--- config.mk ---
export PLATFORM = sky130hd
export DESIGN_NAME = matrix_cmp_ctrl
export DESIGN_NICKNAME = d
export VERILOG_FILES = /design/src/rtl/matrix_pkg.sv /design/src/rtl/matrix_idx_ctr.sv /design/src/rtl/matrix_cmp_ctrl.sv
export SDC_FILE = /design/constraint.sdc
export NUM_CORES = 1
export LEC_CHECK = 0
export ABC_AREA = 1
export ABC_CLOCK_PERIOD_IN_PS = 1630
export CAP_MARGIN = 20
export CORE_MARGIN = 1.5
export CORE_UTILIZATION = 30
export CTS_CLUSTER_SIZE = 28
export DETAILED_ROUTE_END_ITERATION = 8
export HOLD_SLACK_MARGIN = 0.05
export PLACE_DENSITY = 0.72
export SKIP_LAST_GASP = 1
export SYNTH_ARGS = -nofsm -noshare
export SYNTH_HDL_FRONTEND = slang
export SYNTH_SLANG_ARGS = --single-unit
--- constraint.sdc ---
create_clock -name clk -period 1.63 [get_ports clk]
set_input_delay 0.2445 -clock clk [delete_from_list [all_inputs] [get_ports clk]]
set_output_delay 0.2445 -clock clk [all_outputs]
set_load 0.01 [all_outputs]
--- src/rtl/matrix_pkg.sv ---
// Shared types and defaults for the matrix compare controller slice.
package matrix_pkg;

  localparam int ROW_DEFAULT    = 4;
  localparam int COLUMN_DEFAULT = 4;
  localparam int DATA_W_DEFAULT = 8;

  typedef logic [DATA_W_DEFAULT-1:0] elem_t;
  typedef elem_t [ROW_DEFAULT-1:0][COLUMN_DEFAULT-1:0] mat_t;

  typedef enum logic [1:0] {
    IDLE,
    RUN,
    DONE_S
  } cmp_state_e;

  // Index width for a dimension of size n; a single-entry dimension still gets one bit.
  function automatic int idx_w(input int n);
    return (n > 1) ? $clog2(n) : 1;
  endfunction

endpackage

--- src/rtl/matrix_idx_ctr.sv ---
// Row/column walker for the reference matrix: row-major, column-fastest, with a last-element flag.
module matrix_idx_ctr
  import matrix_pkg::*;
#(
  parameter int ROW    = ROW_DEFAULT,
  parameter int COLUMN = COLUMN_DEFAULT
) (
  input  logic                      clk,
  input  logic                      rst,
  input  logic                      clr,
  input  logic                      en,
  output logic [idx_w(ROW)-1:0]     row,
  output logic [idx_w(COLUMN)-1:0]  col,
  output logic                      last
);

  localparam int RW = idx_w(ROW);
  localparam int CW = idx_w(COLUMN);
  localparam logic [RW-1:0] ROW_LAST = RW'(ROW - 1);
  localparam logic [CW-1:0] COL_LAST = CW'(COLUMN - 1);

  assign last = (row == ROW_LAST) && (col == COL_LAST);

  // Advance the column each enabled cycle and carry into the row; a one-entry dimension never leaves zero.
  always_ff @(posedge clk) begin
    if (rst || clr) begin
      row <= '0;
      col <= '0;
    end else if (en) begin
      if (col == COL_LAST) begin
        col <= '0;
        row <= (row == ROW_LAST) ? '0 : row + RW'(1);
      end else begin
        col <= col + CW'(1);
      end
    end
  end

endmodule

--- src/rtl/matrix_cmp_ctrl.sv ---
// Compares a streamed test vector against the reference matrix and reports errors and a pass/fail verdict.
module matrix_cmp_ctrl
  import matrix_pkg::*;
#(
  parameter int ROW    = ROW_DEFAULT,
  parameter int COLUMN = COLUMN_DEFAULT,
  parameter int DATA_W = DATA_W_DEFAULT
) (
  input  logic                                     clk,
  input  logic                                     rst,
  input  logic                                     start,
  input  logic [ROW-1:0][COLUMN-1:0][DATA_W-1:0]   mat_in,
  input  logic                                     vec_valid,
  input  logic [DATA_W-1:0]                        vec_data,
  output logic                                     vec_ready,
  output logic                                     busy,
  output logic                                     done,
  output logic                                     pass,
  output logic [$clog2(ROW*COLUMN+1)-1:0]          err_count,
  output logic                                     first_err_valid,
  output logic [idx_w(ROW)-1:0]                    first_err_row,
  output logic [idx_w(COLUMN)-1:0]                 first_err_col
);

  localparam int RW    = idx_w(ROW);
  localparam int CW    = idx_w(COLUMN);
  localparam int ERR_W = $clog2(ROW*COLUMN+1);
  localparam logic [ERR_W-1:0] ERR_MAX = ERR_W'(ROW*COLUMN);

  cmp_state_e state;
  cmp_state_e state_next;

  logic          start_run;
  logic          accept;
  logic          mismatch;
  logic          last;
  logic [RW-1:0] row;
  logic [CW-1:0] col;

  // Handshake is derived from the state register, never from vec_ready, so there is no combinational path from vec_valid.
  assign accept   = vec_valid && (state == RUN);
  assign mismatch = accept && (vec_data != mat_in[row][col]);

  matrix_idx_ctr #(
    .ROW    (ROW),
    .COLUMN (COLUMN)
  ) u_idx (
    .clk  (clk),
    .rst  (rst),
    .clr  (start_run),
    .en   (accept),
    .row  (row),
    .col  (col),
    .last (last)
  );

  // State register.
  always_ff @(posedge clk) begin
    if (rst) begin
      state <= IDLE;
    end else begin
      state <= state_next;
    end
  end

  // Next-state and state-decoded outputs; start is only honoured outside RUN.
  always_comb begin
    state_next = state;
    start_run  = 1'b0;
    vec_ready  = 1'b0;
    busy       = 1'b0;
    done       = 1'b0;
    case (state)
      IDLE: begin
        if (start) begin
          state_next = RUN;
          start_run  = 1'b1;
        end
      end
      RUN: begin
        vec_ready = 1'b1;
        busy      = 1'b1;
        if (accept && last) begin
          state_next = DONE_S;
        end
      end
      DONE_S: begin
        done = 1'b1;
        if (start) begin
          state_next = RUN;
          start_run  = 1'b1;
        end else begin
          state_next = IDLE;
        end
      end
      default: begin
        state_next = IDLE;
      end
    endcase
  end

  // Error accumulation and verdict; results persist until the next run starts, and the final beat's mismatch counts toward pass.
  always_ff @(posedge clk) begin
    if (rst || start_run) begin
      err_count       <= '0;
      first_err_valid <= 1'b0;
      first_err_row   <= '0;
      first_err_col   <= '0;
      pass            <= 1'b0;
    end else if (accept) begin
      if (mismatch) begin
        if (err_count != ERR_MAX) begin
          err_count <= err_count + ERR_W'(1);
        end
        if (!first_err_valid) begin
          first_err_valid <= 1'b1;
          first_err_row   <= row;
          first_err_col   <= col;
        end
      end
      if (last) begin
        pass <= (err_count == '0) && !mismatch;
      end
    end
  end

endmodule

Word level (Yosys, flattened, before mapping):

Cells that the tools add are included.

* $add $sub $neg: 3
* $lt $le $gt $ge: 2
* equal/unequal tests: 8
* mux-type cells: 14
* bitwise gates (word level): 1
* reduce and logical (&&, ||, !) cells: 16

Operators with widths (number)
* 32-bit binary-select mux with 2-bit select: 1
* 32-bit 2-to-1 mux: 1
* 8-bit binary-select mux with 2-bit select: 1
* 2-bit 2-to-1 mux: 4
* 8-bit 2-to-1 mux: 1
* 8-bit != test: 1
* 2-bit AND reduction: 4
* 2-bit equality test, second input constant: 3
* 2-bit by 3-bit < comparator with 1-bit output, second input constant: 2
* 2-bit one-hot mux with 3 select lines: 1
* 3-bit AND reduction: 2
* 5-bit by 1-bit adder with 5-bit output, second input constant: 1
* 1-bit logical AND: 5
* 5-bit zero test: 1
* 1-bit 2-to-1 mux: 5
* 5-bit != test, second input constant: 1
* 2-bit by 1-bit adder with 2-bit output, second input constant: 2
* 2-bit by 1-bit equality test with 1-bit output, second input constant: 1
* 2-bit zero test: 1
* 2-bit by 1-bit != test with 1-bit output, second input constant: 1
* 2-bit != test, second input constant: 1
* 2-bit OR reduction: 1
* 1-bit zero test: 1
* 1-bit logical OR: 1
* 1-bit inverter: 1

* register bits: 17
* input bits: 140
* output and inout bits: 14
* word-level logic and storage cells: 52

Depth between registers and ports, before layout:

* depth in word-level cells: 8
* gate-level depth with buffers: 18
* mapped depth without buffers: 17

Cells and area by module:

Synthesis repeated with hierarchy kept, for this count alone.

* cell total of the unflattened synthesis: 506
* area, all modules: 2508.7 um^2

Modules (own cells, without submodules)
* matrix_cmp_ctrl: times used 1, cells each 476, area an instance 2302.2 um^2, seq. area each 260.2 um^2
* matrix_idx_ctr: times used 1, cells each 30, area an instance 206.4 um^2, seq. area each 80.1 um^2

Worst setup path before layout:

OpenSTA, ideal clock, no wires.

* path kind: register to register
* start: register u_idx.row[0]
* end: register pass
* library setup time: 0.066 ns
* arrival time: 1.689 ns
* data required time: 1.564 ns
* path slack: -0.125 ns
* cell stages (with the launch flop): 18
* path buffers: 3
* clock period less this slack: 1.755 ns
* cell sequence: dfxtp_1 inv_2 buf_6 buf_6 nand2_1 nand2_1 nand2_1 nand3_1 nand3_1 nand3b_1 nand2_1 nand2_1 nor2_1 nand2_1 buf_6 nand2_2 nand2_1 a21oi_2

* word-level cells in the longest chain between the ends: 8
* elaborated cells between the ends (all ways): 11
* those cells by class: eq/ne (2); mux (4); reduce/logical (5)

Ends and longest elaborated chain
* start: declaration: line matrix_idx_ctr.sv:12 `output logic [idx_w(ROW)-1:0] row,`
* start signal: assignment: line matrix_idx_ctr.sv:32 `row <= (row == ROW_LAST) ? '0 : row + RW'(1);`
* 32-bit binary-select mux with 2-bit select: line matrix_cmp_ctrl.sv:42 `assign mismatch = accept && (vec_data != mat_in[row][col]);`
* 32-bit 2-to-1 mux (implied by the code): line matrix_cmp_ctrl.sv:42
* 8-bit binary-select mux with 2-bit select: line matrix_cmp_ctrl.sv:42
* 8-bit 2-to-1 mux (implied by the code): line matrix_cmp_ctrl.sv:42
* 8-bit != test: line matrix_cmp_ctrl.sv:42
* 1-bit logical AND: line matrix_cmp_ctrl.sv:42
* 1-bit zero test: line matrix_cmp_ctrl.sv:122 `pass <= (err_count == '0) && !mismatch;`
* 1-bit logical AND: line matrix_cmp_ctrl.sv:122
* end signal: assignment: line matrix_cmp_ctrl.sv:122
* end: declaration: line matrix_cmp_ctrl.sv:18 `output logic pass,`

Parallel ways exist; a longest one is shown, timed or not. The select of a mux whose other input is x is not followed.
A chain may end at the register's enable or synchronous reset.

Worst setup path after layout:

* start: register u_idx.row[0]
* end: register err_count[4]

* word-level cells in the longest chain between the ends: 7

Ends and longest elaborated chain
* 32-bit binary-select mux with 2-bit select: line matrix_cmp_ctrl.sv:42
* 32-bit 2-to-1 mux (implied by the code): line matrix_cmp_ctrl.sv:42
* 8-bit binary-select mux with 2-bit select: line matrix_cmp_ctrl.sv:42
* 8-bit 2-to-1 mux (implied by the code): line matrix_cmp_ctrl.sv:42
* 8-bit != test: line matrix_cmp_ctrl.sv:42
* 1-bit logical AND: line matrix_cmp_ctrl.sv:42
* 3-bit AND reduction (no line)
* end signal: assignment: line matrix_cmp_ctrl.sv:113 `err_count <= err_count + ERR_W'(1);`
* end: declaration: line matrix_cmp_ctrl.sv:19 `output logic [$clog2(ROW*COLUMN+1)-1:0] err_count,`

Every way passes these cells. The select of a mux whose other input is x is not followed.

==> metrics.csv <==
stage,metric,value,unit
status,outcome,"finished, violations left",
status,failing checks,setup timing,
placement,DP Area,4197,µm²
global_route,Tot GR Track Use,21.23,%
hold_path,Hold Path Class,register to register,
worst_setup_path,Crit Reg-Reg Endpoint,err_count[4],
power,Sw Ratio,30.39,%
die,I/O pin cnt,154,
hold_path,hold path endpoint,pass,
worst_setup_path,"Arr. time, crit path",2.22,ns
die,row count,33,
yosys,Post-Synthesis Cells,500,
sta,final hold vios,0,
die,die span in x,94.17,µm
worst_setup_path,Worst Setup Path Type,register to register,
yosys,Post-Syn Area,2494,µm²
job,Max-cap violations,0,
yosys,synthesized flop and latch total,17,
sta,Final Skew,0.008142,ns
cells_and_area,FILL cells,744,
hold_path,Hold Path Origin,pass,
cells_and_area,"commonest cells after routing, fill and taps aside","nand2_1 (206), clkdlybuf4s50_1 (151), inv_1 (73), nand3_1 (43), nand3_2 (30)",
worst_setup_path,reg2reg start,u_idx.row[0],
route,final wirelength,10850,µm
global_route,first-pass GRT wire length,14960,µm
sta,fmax,0.4940,GHz
route,Starting DRT DRC Count,115,
clocking,Hold Buf Count CTS,0,
die,core area,8134,µm²
power,Net Sw Power,454.8,µW
sta,Final period util,124.2,%
yosys,post-synth net total,644,
power,clock share of power,22.4,%
power,PwrDens,314.0,nW/µm²
hold_path,hold path cells,2,
sta,RSZ-0062 raised after global routing,yes,
route,drt wl/cell,14.11,µm
sta,max_slew headroom,68.36,%
clocking,Clock Sink Count,17,
global_route,vias in the first global route,3296,
sta,setup TNS,-3.887,ns
placement,pre-CTS setup slack,-0.4824,ns
cells_and_area,diode count,0,
cells_and_area,utilization after layout,58.59,%
sta,Final min period,2.024,ns
die,Die Span Y,94.17,µm
sta,max-slew violation count,0,
die,die area,8868,µm²
worst_setup_path,"Max FO, Critical Path",8,
worst_setup_path,cell depth of the worst flop-to-flop path,14,
worst_setup_path,CP required,1.83,ns
worst_setup_path,critical path capture point type,register,
clocking,CTS tree,built,
sta,Worst-Margin Slew,0.4741,ns
global_route,antenna violations before repair,0,
yosys,"Avg Cell Area, Syn",4.987,µm²
route,Post-DRT Antenna Nets,0,
global_route,pin count of the biggest net entering global routing,45,
power,Seq pwr share,29.0,%
sta,final setup violation count,11,
clocking,Clock transition at path regs,0.08,ns
power,Leak,2.300,nW
route,vias per cell,4.834,
cells_and_area,"leading cell type in the layout, fill and taps excluded",nand2_1,
worst_setup_path,startpoint class of the critical path,register,
clocking,CTS Buf Count,3,
worst_setup_path,worst reg2reg setup slack,-0.39,ns
cells_and_area,area grow syn2layout,91.12,%
clocking,Root Driver,clkbuf_8,
power,Comb power frac,48.6,%
route,DRC,0,
power,internal power,1.042,mW
clocking,Clock Latency Late Sink,0.26,ns
global_route,global route overflow,0,
power,VDD IR max,0.0003110,V
die,Starting Density,30.66,%
yosys,"Seq/Total Area, Yosys",13.65,%
cells_and_area,NumNets Final,809,
route,Via Count,3717,
cells_and_area,layout cells sized above 1,14.46,%
yosys,Synth warnings,0,
sta,min setup slack post-route,-0.3944,ns
route,1st-pass router iterations,5,
clocking,clock tree buffer depth,2,
cells_and_area,final instance area,4766,µm²
placement,placer congestion estimate,0.9161,
clocking,H-tree depth,1,
placement,I/O Buffers,153,
yosys,"Distinct cells, synth",24,
placement,Final HPWL DP,7325,µm
## how the worst max path moves through the flow
stage	start	slack [ns]	to	depth (start not counted)
after global placement	mat_in[126]	-0.46	err_count[4]	17
after floorplan	u_idx.row[0]	-0.08	pass	17
after global routing	u_idx.row[0]	-0.52	first_err_row[1]	17
after detailed placement	mat_in[126]	-0.48	err_count[4]	17
final	u_idx.row[0]	-0.39	err_count[4]	14
after CTS	u_idx.row[0]	-0.34	err_count[4]	19
## power groups by stage
stage / sequential (mW) / combinational (mW) / clock, mW
2_1_floorplan: 0.447 / 0.238 / 0
3_3_place_gp: 0.445 / 0.663 / 0
3_5_place_dp: 0.445 / 0.669 / 0
4_1_cts: 0.434 / 0.681 / 0.336
5_1_grt: 0.436 / 0.790 / 0.355
6_report: 0.434 / 0.727 / 0.336
## synth_stat cells, drive strengths merged
| cell type | n | share of area (%) |
|---|---|---|
| nand2 | 219 | 33 |
| inv | 77 | 12 |
| nand3 | 74 | 15 |
| nor2 | 33 | 5.0 |
| buf | 27 | 8.3 |
| dfxtp | 17 | 14 |
| o21ai | 13 | 2.6 |
| nand4 | 11 | 2.8 |
| a21oi | 10 | 2.2 |
| o211ai | 7 | 2.1 |
| ha | 4 | 2.0 |
| clkbuf | 2 | 0.30 |
| nand3b | 2 | 0.60 |
| a211oi | 1 | 0.30 |
| clkinv | 1 | 0.15 |
| nor3 | 1 | 0.20 |
| xnor2 | 1 | 0.35 |
## state kept, by name, summed over array words and instances (netlist names)
name / flops
err_count: 5
first_err_col: 2
first_err_row: 2
first_err_valid: 1
pass: 1
state: 2
u_idx.col: 2
u_idx.row: 2
## kinds of logic after synthesis
logic type / after synthesis / share of synthesized area, %
adders and majority gates: 4 / 2.007
and+or+nand+nor: 340 / 56.45
buffers and inverters: 107 / 20.37
AOI/OAI and AO/OA: 31 / 7.175
DFF: 17 / 13.65
xor gates and xnor gates: 1 / 0.3513
## repair_timing
action | CTS | global route
endpoints found under the hold margin | 0 | 0
setup endpoints to repair | 13 | 12
pin swaps | 5 | 34
setup buffers | 2 | 3
resized for setup | 19 | 50
cloned | 3 | 8
## metal layers
| metal | vias up | track usage [%] | share of wire (%) |
|---|---|---|---|
| li1 | 1869 | - | - |
| met1 | 1681 | 25.25 | 42 |
| met2 | 148 | 38.25 | 47 |
| met3 | 19 | 4.369 | 9.0 |
| met4 | 0 | 5.597 | 2.1 |
| met5 | - | 0 | 0 |
## critical path: stages (launching register included)
cell       delay, ns
dfxtp_4         0.40
buf_12          0.15
clkbuf_16       0.15
o211ai_1        0.19
nand3_2         0.12
nand3_4         0.12
nand3_1         0.08
nand2_1         0.08
nand2_2         0.07
nor2_4          0.12
nand2_4         0.10
buf_6           0.14
nand4_1         0.06
nand2_1         0.07
nor2_1          0.11
## through the flow
stage | cells | power, mW | hold slack (ns)
6_report | 769 | 1.496 | 0.4905
5_1_grt | 769 | 1.580 | 0.5112
4_1_cts | 760 | 1.452 | 0.4919
3_5_place_dp | 751 | 1.114 | 0.4735
3_3_place_gp | 751 | 1.108 | 0.4792
2_1_floorplan | 500 | 0.6847 | 0.3136
## cell type report
class                           instances  area (µm²)  area share [%]
Inverter                               78       305.3           6.406
Timing Repair Buffer                  189        2066           43.34
Clock inverter                          1       5.005          0.1050
Clock buffer                            3       41.29          0.8664
Sequential cell                        17       345.3           7.246
Multi-Input combinational cell        376        1872           39.28
Tap cell                              105       131.4           2.757
No activity file was read; power rests on OpenSTA's default activity.
